--- config.mk ---
export PLATFORM = sky130hd
export DESIGN_NAME = solo_squash_input_conditioner_flat
export DESIGN_NICKNAME = d
export VERILOG_FILES = /design/src/rtl/solo_squash_input_conditioner_if.sv /design/src/rtl/solo_squash_input_conditioner.sv /design/src/flat_wrapper.sv
export SDC_FILE = /design/constraint.sdc
export NUM_CORES = 1
export LEC_CHECK = 0
export BUFFER_PORTS_ARGS = -buffer_cell sky130_fd_sc_hd__buf_2
export CAP_MARGIN = 20
export CORE_AREA = 2 2 89 91
export DETAILED_ROUTE_END_ITERATION = 8
export DIE_AREA = 0 0 91 93
export HOLD_SLACK_MARGIN = 0.05
export PLACE_DENSITY = 0.74
export SETUP_SLACK_MARGIN = 0.02
export SYNTH_ARGS = -nofsm -noshare
export SYNTH_HDL_FRONTEND = slang
export SYNTH_SLANG_ARGS = --single-unit
--- constraint.sdc ---
create_clock -name wb_clk_i -period 2.45 [get_ports wb_clk_i]
set_input_delay 0.49 -clock wb_clk_i [delete_from_list [all_inputs] [get_ports wb_clk_i]]
set_output_delay 0.49 -clock wb_clk_i [all_outputs]
set_load 0.05 [all_outputs]
--- src/rtl/solo_squash_input_conditioner_if.sv ---
`default_nettype none
// ============================================================================
// solo_squash_input_conditioner_if : pad/strobe bundle of the input conditioner
// Revision 1.0
// ============================================================================
interface solo_squash_input_conditioner_if #(
  parameter int NUM_INPUTS = 4
);
  logic                  gpio_ready;
  logic [NUM_INPUTS-1:0] btn_n_in;
  logic [NUM_INPUTS-1:0] btn_n_out;
  logic [NUM_INPUTS-1:0] press_pulse;
  logic [NUM_INPUTS-1:0] release_pulse;

  modport master (
    output gpio_ready,
    output btn_n_in,
    input  btn_n_out,
    input  press_pulse,
    input  release_pulse
  );

  modport slave (
    input  gpio_ready,
    input  btn_n_in,
    output btn_n_out,
    output press_pulse,
    output release_pulse
  );
endinterface
`default_nettype wire

--- src/rtl/solo_squash_input_conditioner.sv ---
`default_nettype none
// ============================================================================
// solo_squash_input_conditioner : sync, gate, debounce and strobe active-low pads
// Optional auto-repeat on REPEAT_MASK channels: SOLO_SQUASH_INPUT_REPEAT_EN
// Revision 1.0
// ============================================================================
module solo_squash_input_conditioner #(
  parameter int                    NUM_INPUTS      = 4,
  parameter int                    DEBOUNCE_CYCLES = 250000,
  parameter logic [NUM_INPUTS-1:0] REPEAT_MASK     = 4'b1100,
  parameter int                    REPEAT_DELAY    = 6250000,
  parameter int                    REPEAT_PERIOD   = 1250000
) (
  input  wire logic                      wb_clk_i,
  input  wire logic                      reset_n,
  solo_squash_input_conditioner_if.slave bus
);

  localparam int             CNT_W   = $clog2(DEBOUNCE_CYCLES);
  localparam logic [CNT_W-1:0] CNT_MAX = CNT_W'(DEBOUNCE_CYCLES - 1);

  logic [NUM_INPUTS-1:0] sync1;
  logic [NUM_INPUTS-1:0] sync2;
  logic [NUM_INPUTS-1:0] eff;

  always_ff @(posedge wb_clk_i or negedge reset_n) begin
    if (!reset_n) begin
      sync1 <= '1;
      sync2 <= '1;
    end else begin
      sync1 <= bus.btn_n_in;
      sync2 <= sync1;
    end
  end

  // Unconfigured GPIOs read as released on every channel.
  assign eff = bus.gpio_ready ? sync2 : {NUM_INPUTS{1'b1}};

  for (genvar i = 0; i < NUM_INPUTS; i++) begin : g_ch
    logic [CNT_W-1:0] cnt;
    logic             level;
    logic             press_q;
    logic             release_q;
    logic             commit;
    logic             rep_fire;

    assign commit = (eff[i] != level) && (cnt == CNT_MAX);

    always_ff @(posedge wb_clk_i or negedge reset_n) begin
      if (!reset_n) begin
        cnt       <= '0;
        level     <= 1'b1;
        press_q   <= 1'b0;
        release_q <= 1'b0;
      end else begin
        press_q   <= (commit && !eff[i]) || rep_fire;
        release_q <= commit && eff[i];
        if (eff[i] == level) begin
          cnt <= '0;
        end else if (commit) begin
          cnt   <= '0;
          level <= eff[i];
        end else begin
          cnt <= cnt + CNT_W'(1);
        end
      end
    end

`ifdef SOLO_SQUASH_INPUT_REPEAT_EN
    if (REPEAT_MASK[i]) begin : g_rep
      localparam int               REP_W     = $clog2(REPEAT_DELAY + REPEAT_PERIOD);
      localparam logic [REP_W-1:0] REP_FIRST = REP_W'(REPEAT_DELAY - 1);
      localparam logic [REP_W-1:0] REP_WRAP  = REP_W'(REPEAT_DELAY + REPEAT_PERIOD - 1);

      logic [REP_W-1:0] rep_cnt;

      // After the first repeat the counter loops over the last REPEAT_PERIOD values.
      always_ff @(posedge wb_clk_i or negedge reset_n) begin
        if (!reset_n) begin
          rep_cnt <= '0;
        end else if (commit || level) begin
          rep_cnt <= '0;
        end else if (rep_cnt == REP_WRAP) begin
          rep_cnt <= REP_W'(REPEAT_DELAY);
        end else begin
          rep_cnt <= rep_cnt + REP_W'(1);
        end
      end

      assign rep_fire = !level && !commit && ((rep_cnt == REP_FIRST) || (rep_cnt == REP_WRAP));
    end else begin : g_norep
      assign rep_fire = 1'b0;
    end
`else
    assign rep_fire = 1'b0;
`endif

    assign bus.btn_n_out[i]     = level;
    assign bus.press_pulse[i]   = press_q;
    assign bus.release_pulse[i] = release_q;
  end

endmodule
`default_nettype wire

--- src/flat_wrapper.sv ---
// flat-port wrapper written by rule: the top's interface ports become plain ports
module solo_squash_input_conditioner_flat 
#(
  parameter int                    NUM_INPUTS      = 4,
  parameter int                    DEBOUNCE_CYCLES = 250000,
  parameter logic [NUM_INPUTS-1:0] REPEAT_MASK     = 4'b1100,
  parameter int                    REPEAT_DELAY    = 6250000,
  parameter int                    REPEAT_PERIOD   = 1250000
)
  (wb_clk_i, reset_n, bus_gpio_ready, bus_btn_n_in, bus_btn_n_out, bus_press_pulse, bus_release_pulse);
  solo_squash_input_conditioner_if #(.NUM_INPUTS(NUM_INPUTS)) bus_i ();
  input  wire logic wb_clk_i;
  input  wire logic reset_n;
  input wire logic [$bits(bus_i.gpio_ready)-1:0] bus_gpio_ready;
  input wire logic [$bits(bus_i.btn_n_in)-1:0] bus_btn_n_in;
  output wire logic [$bits(bus_i.btn_n_out)-1:0] bus_btn_n_out;
  output wire logic [$bits(bus_i.press_pulse)-1:0] bus_press_pulse;
  output wire logic [$bits(bus_i.release_pulse)-1:0] bus_release_pulse;
  assign bus_i.gpio_ready = bus_gpio_ready;
  assign bus_i.btn_n_in = bus_btn_n_in;
  assign bus_btn_n_out = bus_i.btn_n_out;
  assign bus_press_pulse = bus_i.press_pulse;
  assign bus_release_pulse = bus_i.release_pulse;
  solo_squash_input_conditioner #(.NUM_INPUTS(NUM_INPUTS), .DEBOUNCE_CYCLES(DEBOUNCE_CYCLES), .REPEAT_MASK(REPEAT_MASK), .REPEAT_DELAY(REPEAT_DELAY), .REPEAT_PERIOD(REPEAT_PERIOD)) u_core (.wb_clk_i(wb_clk_i), .reset_n(reset_n), .bus(bus_i));
endmodule
==> out/qor.yml, run 1 <==
status: "finished, final reports clean"
critPathLaunchType: "flop"
postCtsResizedCells: 0
clockRootBuffer: "clkbuf_8"
cts_tree: "built"
port-buffer-count: 18
fin_util_pct: 62.9
worstPathMaxFanout: 12
busiest_layer: "met2"
holdWs_ns: 0.0754
fin_nets: 458
syn_to_final_growth_pct: 7.95
grtUsageMet2_pct: 31.7
cp-endpoint: "u_core.g_ch[2].cnt[9]"
yosys_warnings: 0
clk_latency_ns: 0.37
path_cells: "or4b_4, o41ai_4, buf_4, nor2_1"
grt_usage_pct: 20.0
cpMaxStageDelayCell: "or4b_4"
multi_input_area_mm2: 0.00190
wire_per_inst_um: 14.0
synth_area_per_cell_um2: 10.2
grt_pass1_vias: 2985
fin_tns_setup_ns: 0
regArea_mm2: 0.00232
first_pass_iters: 4
worstMarginPinSlew_ns: 0.582
die_w_um: 91
fillers: 635
reg2reg_slack_ns: 0.42
power_density_mw_per_mm2: 618
drt_iter0_drc: 74
hold_path_class: "input pin to async pin"
rows: 32
wirelength_mm: 7.77
postCtsSetupBuffers: 0
max_slew_margin_pct: 61.2
final_cells: 554
clkSlewWorstSetupHoldPaths_ns: 0.10
ir_drop_mv: 0.280
skew_ns: 0.0161
core_mm2: 0.00753
r2r_start: "u_core.g_ch[2].cnt[13]"
yosysSeqAreaShare_pct: 52.8
num_antenna_cells: 0
critPathKind: "flop to flop"
synth_ff_type: "dfrtp_1"
layout_commonest_cell: "nor2_1"
dp.cells: 538
layout-drive-gt1-share_pct: 12.8
cp.arrival_ns: 2.28
start_util_pct: 58.3
hold_violations: 0
dp_hpwl_mm: 5.36
synth-async-reset-ratio_pct: 100
layout_common_cells: "nor2_1 (83), dfrtp_1 (80), xnor2_1 (46)"
rr_endpoint: "u_core.g_ch[2].cnt[9]"
cts_buffer_depth: 2
crit_required_ns: 2.70
cp-startpoint: "u_core.g_ch[2].cnt[13]"
grt_max_degree: 41
period_needed_ns: 2.03
viasPerCell: 5.60
syn_nets: 442
cp-end-kind: "flop"
cts.sinks: 92
r2r_cells: 4
cts_made_buffers: 9
num_vias: 3105
grt_util_met3_pct: 3.30
use_met1_pct: 26.6
die_h_um: 93
pin_count: 19
gp_congestion: 0.928
postSynthCellCount: 431
cts_htree_levels: 3
antenna_found_initial: 0
yosysUniqueCellTypes: 40
drc: 0
cpPeakStageDelay_ns: 0.58
die_area_mm2: 0.00846
max_freq_mhz: 492
cts_hold_buffers: 0
ant_nets: 0
synth-edff-count: 0
grt_setup_unrepaired: "no"
synth_area_mm2: 0.00439
maxSlewViolCount: 0
synth.ff_latch_count: 92
grt_pass1_wl_mm: 13.5
min_period_over_period_pct: 82.9
power_leakage_nw: 1.96
maxCapViolations: 0
gr-total-overflow: 0
setup_viol: 0
worst max-delay path: cells and delay by family (launching register included):
family,cells,cell delay (ns)
buffers and inverters,1,0.28
AND/OR/NAND/NOR,2,0.65
AO/OA/AOI/OAI,1,0.52
flip-flops,1,0.46
power by group:
part	switching [mW]	internal [mW]
Sequential	0.0815	1.60
Combinational	0.121	0.0857
Clock	0.559	0.483
Total	0.762	2.16
worst min path at each step:
stage / from / to / slack [ns]
final: reset_n / u_core.g_ch[3].cnt[17] / 0.08
after global routing: reset_n / u_core.g_ch[3].cnt[15] / 0.12
after floorplan: reset_n / u_core.g_ch[0].cnt[0] / 0.19
after detailed placement: u_core.sync1[2] / u_core.sync2[2] / 0.35
after global placement: u_core.sync1[3] / u_core.sync2[3] / 0.35
after CTS: reset_n / u_core.g_ch[3].cnt[15] / 0.1
final cells by class:
class / count / area share, %
clock buffer: 10 / 2.69
clock inverter: 6 / 1.51
inverter: 11 / 0.871
multi-input combinational: 309 / 40.2
sequential: 92 / 48.9
tap: 102 / 2.69
timing repair buffer: 24 / 3.17
synthesized netlist by cell type, types with 2 or more instances:
| cell type | number | area share (%) |
|---|---|---|
| or3_1 | 5 | 0.71 |
| nand4_1 | 22 | 3.1 |
| nor2b_1 | 4 | 0.57 |
| nand2b_1 | 4 | 0.57 |
| a21oi_1 | 8 | 0.91 |
| buf_2 | 3 | 0.34 |
| dfrtp_1 | 80 | 46 |
| ha_1 | 4 | 1.1 |
| o31ai_1 | 3 | 0.51 |
| clkbuf_1 | 3 | 0.26 |
| and4_1 | 6 | 1.2 |
| buf_4 | 12 | 2.1 |
| or4_1 | 3 | 0.51 |
| xnor2_1 | 46 | 9.2 |
| nor4bb_1 | 2 | 0.46 |
| mux2_2 | 2 | 0.51 |
| xor2_1 | 14 | 2.8 |
| dfstp_2 | 12 | 7.2 |
| nor3_1 | 14 | 1.6 |
| nor4_1 | 15 | 2.1 |
| nor4b_1 | 4 | 0.80 |
| nor2_1 | 83 | 7.1 |
| nand4b_1 | 4 | 0.80 |
| nand2_1 | 15 | 1.3 |
| o21ai_0 | 5 | 0.57 |
| inv_1 | 11 | 0.94 |
| and3_1 | 7 | 1.0 |
| nand3_1 | 28 | 3.2 |
registers in the layout (all words and copies together) (netlist names):
name / cells
u_core.g_ch.press_q: 4
u_core.g_ch.release_q: 4
u_core.g_ch.level: 4
u_core.sync1: 4
u_core.g_ch.cnt: 72
u_core.sync2: 4
per-layer routing:
layer,vias to the layer above,part of all wire (%)
met4,0,2.4
met2,52,46
li1,1516,-
met1,1522,49
met5,-,0
met3,15,3.0
metrics by stage:
stage / total power [mW] / worst slack [ns] / cell area (µm²)
floorplan: 1.83 / 0.612 / 4390
global placement: 1.91 / 0.499 / 4540
detailed placement: 1.92 / 0.472 / 4540
CTS: 2.96 / 0.426 / 4740
global route: 3.07 / 0.282 / 4740
finish: 2.93 / 0.419 / 4740
cells by family after synthesis:
family / count (synthesis) / synth area share [%]
adder cells (fa/ha/maj): 4 / 1.14
AND/OR/NAND/NOR: 221 / 26.2
multiplexers: 3 / 0.741
AO/OA/AOI/OAI: 21 / 3.31
flip-flops: 92 / 52.8
XOR/XNOR: 60 / 12.0
buffers and inverters: 30 / 3.85
No activity file was read; power rests on OpenSTA's default activity.
==> run 2: changes to the inputs <==
- CORE_AREA: 2 2 89 91 -> 2 2 93 95
- DIE_AREA: 0 0 91 93 -> 0 0 95 97
- PLACE_DENSITY: 0.74 -> 0.72
- clock period: 2.45 -> 1.75 ns (I/O delays scaled with it)
==> run 2 against run 1 <==
The flow now finishes with violations (setup timing). Count of clock-buffer cells in the layout down 1. Critical path depth unchanged. Clock skew up 0.0044 ns. Largest power group unchanged.
==> out/qor.yml, run 2 (synthesis gave the netlist of run 1 again) <==
fin_tns_setup_ns: -0.0124  # -0.0124 ns
grt_pass1_wl_mm: 13.6  # +0.97%
num_antenna_cells: 0  # unchanged
drc: 0  # unchanged
worstMarginPinSlew_ns: 0.463  # -0.119 ns
gr-total-overflow: 0  # unchanged
rows: 33  # +3.1%
largest_register_ffs: 72  # unchanged
grt_pass1_vias: 3037  # +1.7%
worstPathMaxFanout: 7  # -5
cts_tree: "built"
max_slew_margin_pct: 69.1  # +7.9 points
max_freq_mhz: 568  # +15%
maxSlewViolCount: 0  # unchanged
wire_per_inst_um: 14.1  # +0.21%
die_w_um: 95  # +4.4%
multi_input_area_mm2: 0.00198  # +4.0%
setup_viol: 3  # +3
cts_made_buffers: 9  # unchanged
violations: "setup timing"
drt_iter0_drc: 116  # +57%
top_register: "u_core.g_ch.cnt"
num_vias: 3175  # +2.3%
cts_buffer_depth: 2  # unchanged
cp-end-kind: "flop"
critPathLaunchType: "flop"
grt_max_degree: 93  # +130%
cpMaxStageDelayCell: "or4b_4"
viasPerCell: 5.45  # -2.8%
highest_layer: "met4"
met1Wirelength_mm: 3.90  # +3.1%
hold_violations: 0  # unchanged
power_leakage_nw: 2.10  # +7.0%
fin_area_mm2: 0.00504  # +6.3%
pin_count: 19  # unchanged
clockRootBuffer: "clkbuf_8"
die_area_mm2: 0.00922  # +8.9%
p_total_mw: 4.15  # +42%
wl_met2_mm: 3.89  # +9.1%
r2r_start: "u_core.g_ch[2].cnt[5]"
cts.sinks: 92  # unchanged
holdWs_ns: 0.0759  # +0.000489 ns
start_util_pct: 54.0  # -4.4 points
min_period_over_period_pct: 101  # +18 points
cts_htree_levels: 3  # unchanged
critPathKind: "flop to flop"
reg2reg_slack_ns: -0.009  # -0.43 ns
layout_common_cells: "nor2_1 (78), dfrtp_1 (77), xnor2_1 (46)"
cpPeakStageDelay_ns: 0.56  # -0.02 ns
maxCapViolations: 0  # unchanged
clk_latency_ns: 0.38  # about the same
cp-startpoint: "u_core.g_ch[2].cnt[5]"
regArea_mm2: 0.00232  # +0.16%
power_density_mw_per_mm2: 824  # +33%
die_h_um: 97  # +4.3%
period_needed_ns: 1.76  # -0.271 ns
antenna_found_initial: 0  # unchanged
met3_wirelength_um: 278  # +19%
rr_endpoint: "u_core.g_ch[2].cnt[15]"
syn_to_final_growth_pct: 14.8
crit_required_ns: 2.02  # -0.68 ns
status: "finished with violations"
core_mm2: 0.00813  # +8.1%
cp-endpoint: "u_core.g_ch[2].cnt[15]"
r2r_cells: 4  # unchanged
port-buffer-count: 18  # unchanged
fillers: 678  # +6.8%
dp_hpwl_mm: 5.46  # +1.9%
skew_ns: 0.0205  # +0.00443 ns
setup_ws_ns: -0.00933  # -0.429 ns
layout_commonest_cell: "nor2_1"
layout-drive-gt1-share_pct: 20.5  # +7.7 points
ant_nets: 0  # unchanged
post-place-ws_ns: -0.0166  # -0.489 ns
grt_usage_pct: 18.8  # -1.2 points
grt_setup_unrepaired: "yes"
fin_nets: 484  # +5.7%
gp_congestion: 0.812  # -12%
cp.arrival_ns: 2.03  # -0.25 ns
hold_path_class: "input pin to flop"
clkSlewWorstSetupHoldPaths_ns: 0.11  # about the same
place_area_mm2: 0.00472  # +3.9%
wirelength_mm: 8.19  # +5.5%
ir_drop_mv: 0.399  # +42%
path_cells: "or4b_4, o41ai_4, buf_6, a21oi_1"
first_pass_iters: 4  # unchanged
## run 2: cell types whose count changed in the layout (fill, tap and decap cells not counted), moves of 3 or more
cell,change
nor2_1,-5
dfrtp_2,+3
buf_4,+22
nor2_4,+4
dfrtp_1,-3
buf_6,+3
## run 2: per-stage QoR
stage / cells / util (%)
5_1_grt: 583 / 61.9
2_1_floorplan: 431 / -
6_report: 583 / 61.9
3_3_place_gp: 564 / 58.0
3_5_place_dp: 564 / 58.0
4_1_cts: 581 / 60.8
## run 2: what timing repair did
action                     CTS  global route
setup endpoints to repair   14            43
gates resized for setup      3            20
setup buffers                0             2
pin swaps                    0             7
hold endpoints to repair    80             0
hold buffers                 1             0
## run 2: layout make-up
class / count / share of cell area (%)
clock buffer: 9 / 2.46
clock inverter: 7 / 1.64
inverter: 11 / 0.819
multi-input combinational: 309 / 39.3
sequential: 92 / 46.1
tap: 105 / 2.61
timing repair buffer: 50 / 7.13
## run 2: power breakdown
| group | switching, mW | total (mW) | internal, mW | leakage (nW) |
|---|---|---|---|---|
| registers | 0.108 | 2.34 | 2.23 | 1.22 |
| clock network | 0.807 | 1.49 | 0.682 | 0.0984 |
| logic | 0.186 | 0.322 | 0.136 | 0.773 |
| total | 1.10 | 4.15 | 3.05 | 2.10 |
## run 2: worst min-delay path by stage
| stage | start | end | slack (ns) | cells after the start |
|---|---|---|---|---|
| 6_report | bus_btn_n_in[2] | u_core.sync1[2] | 0.08 | 1 |
| 5_1_grt | bus_btn_n_in[3] | u_core.sync1[3] | 0.06 | 1 |
| 4_1_cts | bus_btn_n_in[2] | u_core.sync1[2] | 0.06 | 1 |
| 3_5_place_dp | u_core.sync1[0] | u_core.sync2[0] | 0.35 | 0 |
| 3_3_place_gp | u_core.sync1[1] | u_core.sync2[1] | 0.35 | 0 |
| 2_1_floorplan | reset_n | u_core.g_ch[0].cnt[0] | 0.05 | 0 |
## run 2: worst max-delay path, delay by kind of cell (launching register included)
| kind | cells | cell delay (ns) |
|---|---|---|
| buf+inv | 1 | 0.23 |
| compound gates | 2 | 0.47 |
| simple gates | 1 | 0.56 |
| flops | 1 | 0.40 |
## run 2: layer usage
metal  vias to the layer above  global-route usage (%)
met5                         -                       0
met4                         0                    7.69
met3                        11                    3.82
met2                        59                    29.4
met1                      1524                    25.4
li1                       1581                       -
==> run 3: changes to the inputs <==
- CORE_AREA: 2 2 93 95 -> 2 2 89 91
- DIE_AREA: 0 0 95 97 -> 0 0 91 93
- PLACE_DENSITY: 0.72 -> 0.74
- SKIP_LAST_GASP: not set -> 1
- clock period: 1.75 -> 1.9 ns (I/O delays scaled with it)
==> run 3 against run 2 <==
The run now ends clean. Clock power shrank 9%. Critical path depth is the same. Flip-flop and latch count stayed put. Die area is 8.2% lower. Highest routed layer unchanged. Final cell count down 3.4%. Critical path type unchanged. Maximum frequency shrank 1.1%. Non-clock buffer count fell by 17. Global-route usage rose by 1.7 points.
==> out/qor.yml, run 3 (synthesis gave the netlist of run 1 again) <==
status: "finished, final reports clean"
multi_input_area_mm2: 0.00192  # -3.2%
first_pass_iters: 4  # unchanged
cp-end-kind: "flop"
cpPeakStageDelay_ns: 0.46  # -0.10 ns
skew_ns: 0.0118  # -0.00878 ns
num_vias: 3150  # -0.79%
largest_register_ffs: 72  # unchanged
crit_required_ns: 2.18  # +0.16 ns
final_cells: 563  # -3.4%
clk_latency_ns: 0.36  # -0.02 ns
syn_to_final_growth_pct: 10.1
path_cells: "nor4b_2, nand4_1, or3_1, mux2_2"
grt_max_degree: 37  # -60%
cts_made_buffers: 9  # unchanged
grt_pass1_wl_mm: 14.0  # +2.6%
start_util_pct: 58.3  # +4.4 points
layout_commonest_cell: "nor2_1"
core_mm2: 0.00753  # -7.5%
gp_congestion: 0.872  # +7.4%
power_leakage_nw: 2.02  # -3.5%
setup_ws_ns: 0.121  # +0.130 ns
period_needed_ns: 1.78  # +0.0197 ns
clkSlewWorstSetupHoldPaths_ns: 0.09  # -0.02 ns
maxCapViolations: 0  # unchanged
fin_nets: 467  # -3.5%
wirelength_mm: 8.06  # -1.6%
die_h_um: 93  # -4.1%
fin_area_mm2: 0.00483  # -4.1%
regArea_mm2: 0.00232  # -0.16%
dp.cells: 546  # -3.2%
post-place-ws_ns: 0.132  # +0.149 ns
r2r_cells: 4  # unchanged
reg2reg_slack_ns: 0.12  # +0.13 ns
layout_common_cells: "nor2_1 (83), dfrtp_1 (80), xnor2_1 (46)"
port-buffer-count: 18  # unchanged
grt_pass1_vias: 3138  # +3.3%
min_period_over_period_pct: 93.6  # -6.9 points
gr-total-overflow: 0  # unchanged
die_area_mm2: 0.00846  # -8.2%
hold_path_class: "input pin to flop"
critPathKind: "flop to flop"
max_slew_margin_pct: 68.6  # -0.58 points
top_register: "u_core.g_ch.cnt"
rr_endpoint: "u_core.g_ch[0].level"
clockRootBuffer: "clkbuf_8"
grt_setup_unrepaired: "yes"
p_total_mw: 3.80  # -8.6%
r2r_start: "u_core.g_ch[0].cnt[13]"
hold_violations: 0  # unchanged
cpMaxStageDelayCell: "dfrtp_1"
wire_per_inst_um: 14.3  # +1.9%
cts_buffer_depth: 2  # unchanged
cp.arrival_ns: 2.06  # +0.03 ns
drt_iter0_drc: 123  # +6.0%
cp-startpoint: "u_core.g_ch[0].cnt[13]"
antenna_found_initial: 0  # unchanged
setup_viol: 0  # -3
critPathLaunchType: "flop"
num_antenna_cells: 0  # unchanged
max_freq_mhz: 562  # -1.1%
viasPerCell: 5.60  # +2.7%
grt_usage_pct: 20.5  # +1.7 points
ir_drop_mv: 0.524  # +31%
pin_count: 19  # unchanged
dp_hpwl_mm: 5.52  # +1.1%
fin_tns_setup_ns: 0  # +0.0124 ns
rows: 32  # -3.0%
die_w_um: 91  # -4.2%
fin_util_pct: 64.2  # +2.3 points
ant_nets: 0  # unchanged
place_area_mm2: 0.00460  # -2.5%
cts_tree: "built"
cp-endpoint: "u_core.g_ch[0].level"
layout-drive-gt1-share_pct: 15.0  # -5.5 points
drc: 0  # unchanged
worstMarginPinSlew_ns: 0.468  # +0.00504 ns
fillers: 605  # -11%
cts.sinks: 92  # unchanged
worstPathMaxFanout: 6  # -1
holdWs_ns: 0.113  # +0.0373 ns
cts_htree_levels: 3  # unchanged
maxSlewViolCount: 0  # unchanged
power_density_mw_per_mm2: 785  # -4.7%
[run 3: repair_timing]
item | 4_1_cts | 5_1_grt
endpoints found under the setup margin | 0 | 3
resized for setup | 0 | 2
hold endpoints to repair | 30 | 0
setup buffers | 0 | 0
hold buffers | 1 | 0
[run 3: layer usage]
| metal | part of all wire [%] | vias up | global-route usage, % |
|---|---|---|---|
| met5 | 0 | - | 0 |
| met4 | 1.3 | 0 | 5.68 |
| met3 | 3.6 | 13 | 5.08 |
| met2 | 49 | 56 | 35.0 |
| met1 | 46 | 1547 | 26.2 |
| li1 | - | 1534 | - |
[run 3: power breakdown]
| group | switching [mW] | internal, mW | total (mW) |
|---|---|---|---|
| sequential | 0.105 | 2.06 | 2.16 |
| clock | 0.696 | 0.657 | 1.35 |
| combinational | 0.162 | 0.119 | 0.281 |
[run 3: worst min path at each step]
stage,start,endpoint,slack (ns),cells after the start
2_1_floorplan,reset_n,u_core.g_ch[0].cnt[0],0.08,0
3_3_place_gp,u_core.sync1[1],u_core.sync2[1],0.35,0
3_5_place_dp,u_core.sync1[0],u_core.sync2[0],0.35,0
4_1_cts,bus_btn_n_in[0],u_core.sync1[0],0.09,1
5_1_grt,bus_btn_n_in[0],u_core.sync1[0],0.08,1
6_report,bus_btn_n_in[0],u_core.sync1[0],0.11,1
[run 3: worst max-delay path: cells and delay by family (launching register included)]
| family | cells | cell delay (ns) |
|---|---|---|
| multiplexers | 1 | 0.28 |
| flip-flops | 1 | 0.46 |
| AND/OR/NAND/NOR | 3 | 0.97 |
[run 3: layout make-up]
class	instances	area share (%)
repair buffers	33	4.56
flip-flops and latches	92	47.9
multi-input cells	309	39.6
clock buffers	10	2.85
inverters	11	0.854
clock inverters	6	1.53
well taps	102	2.64
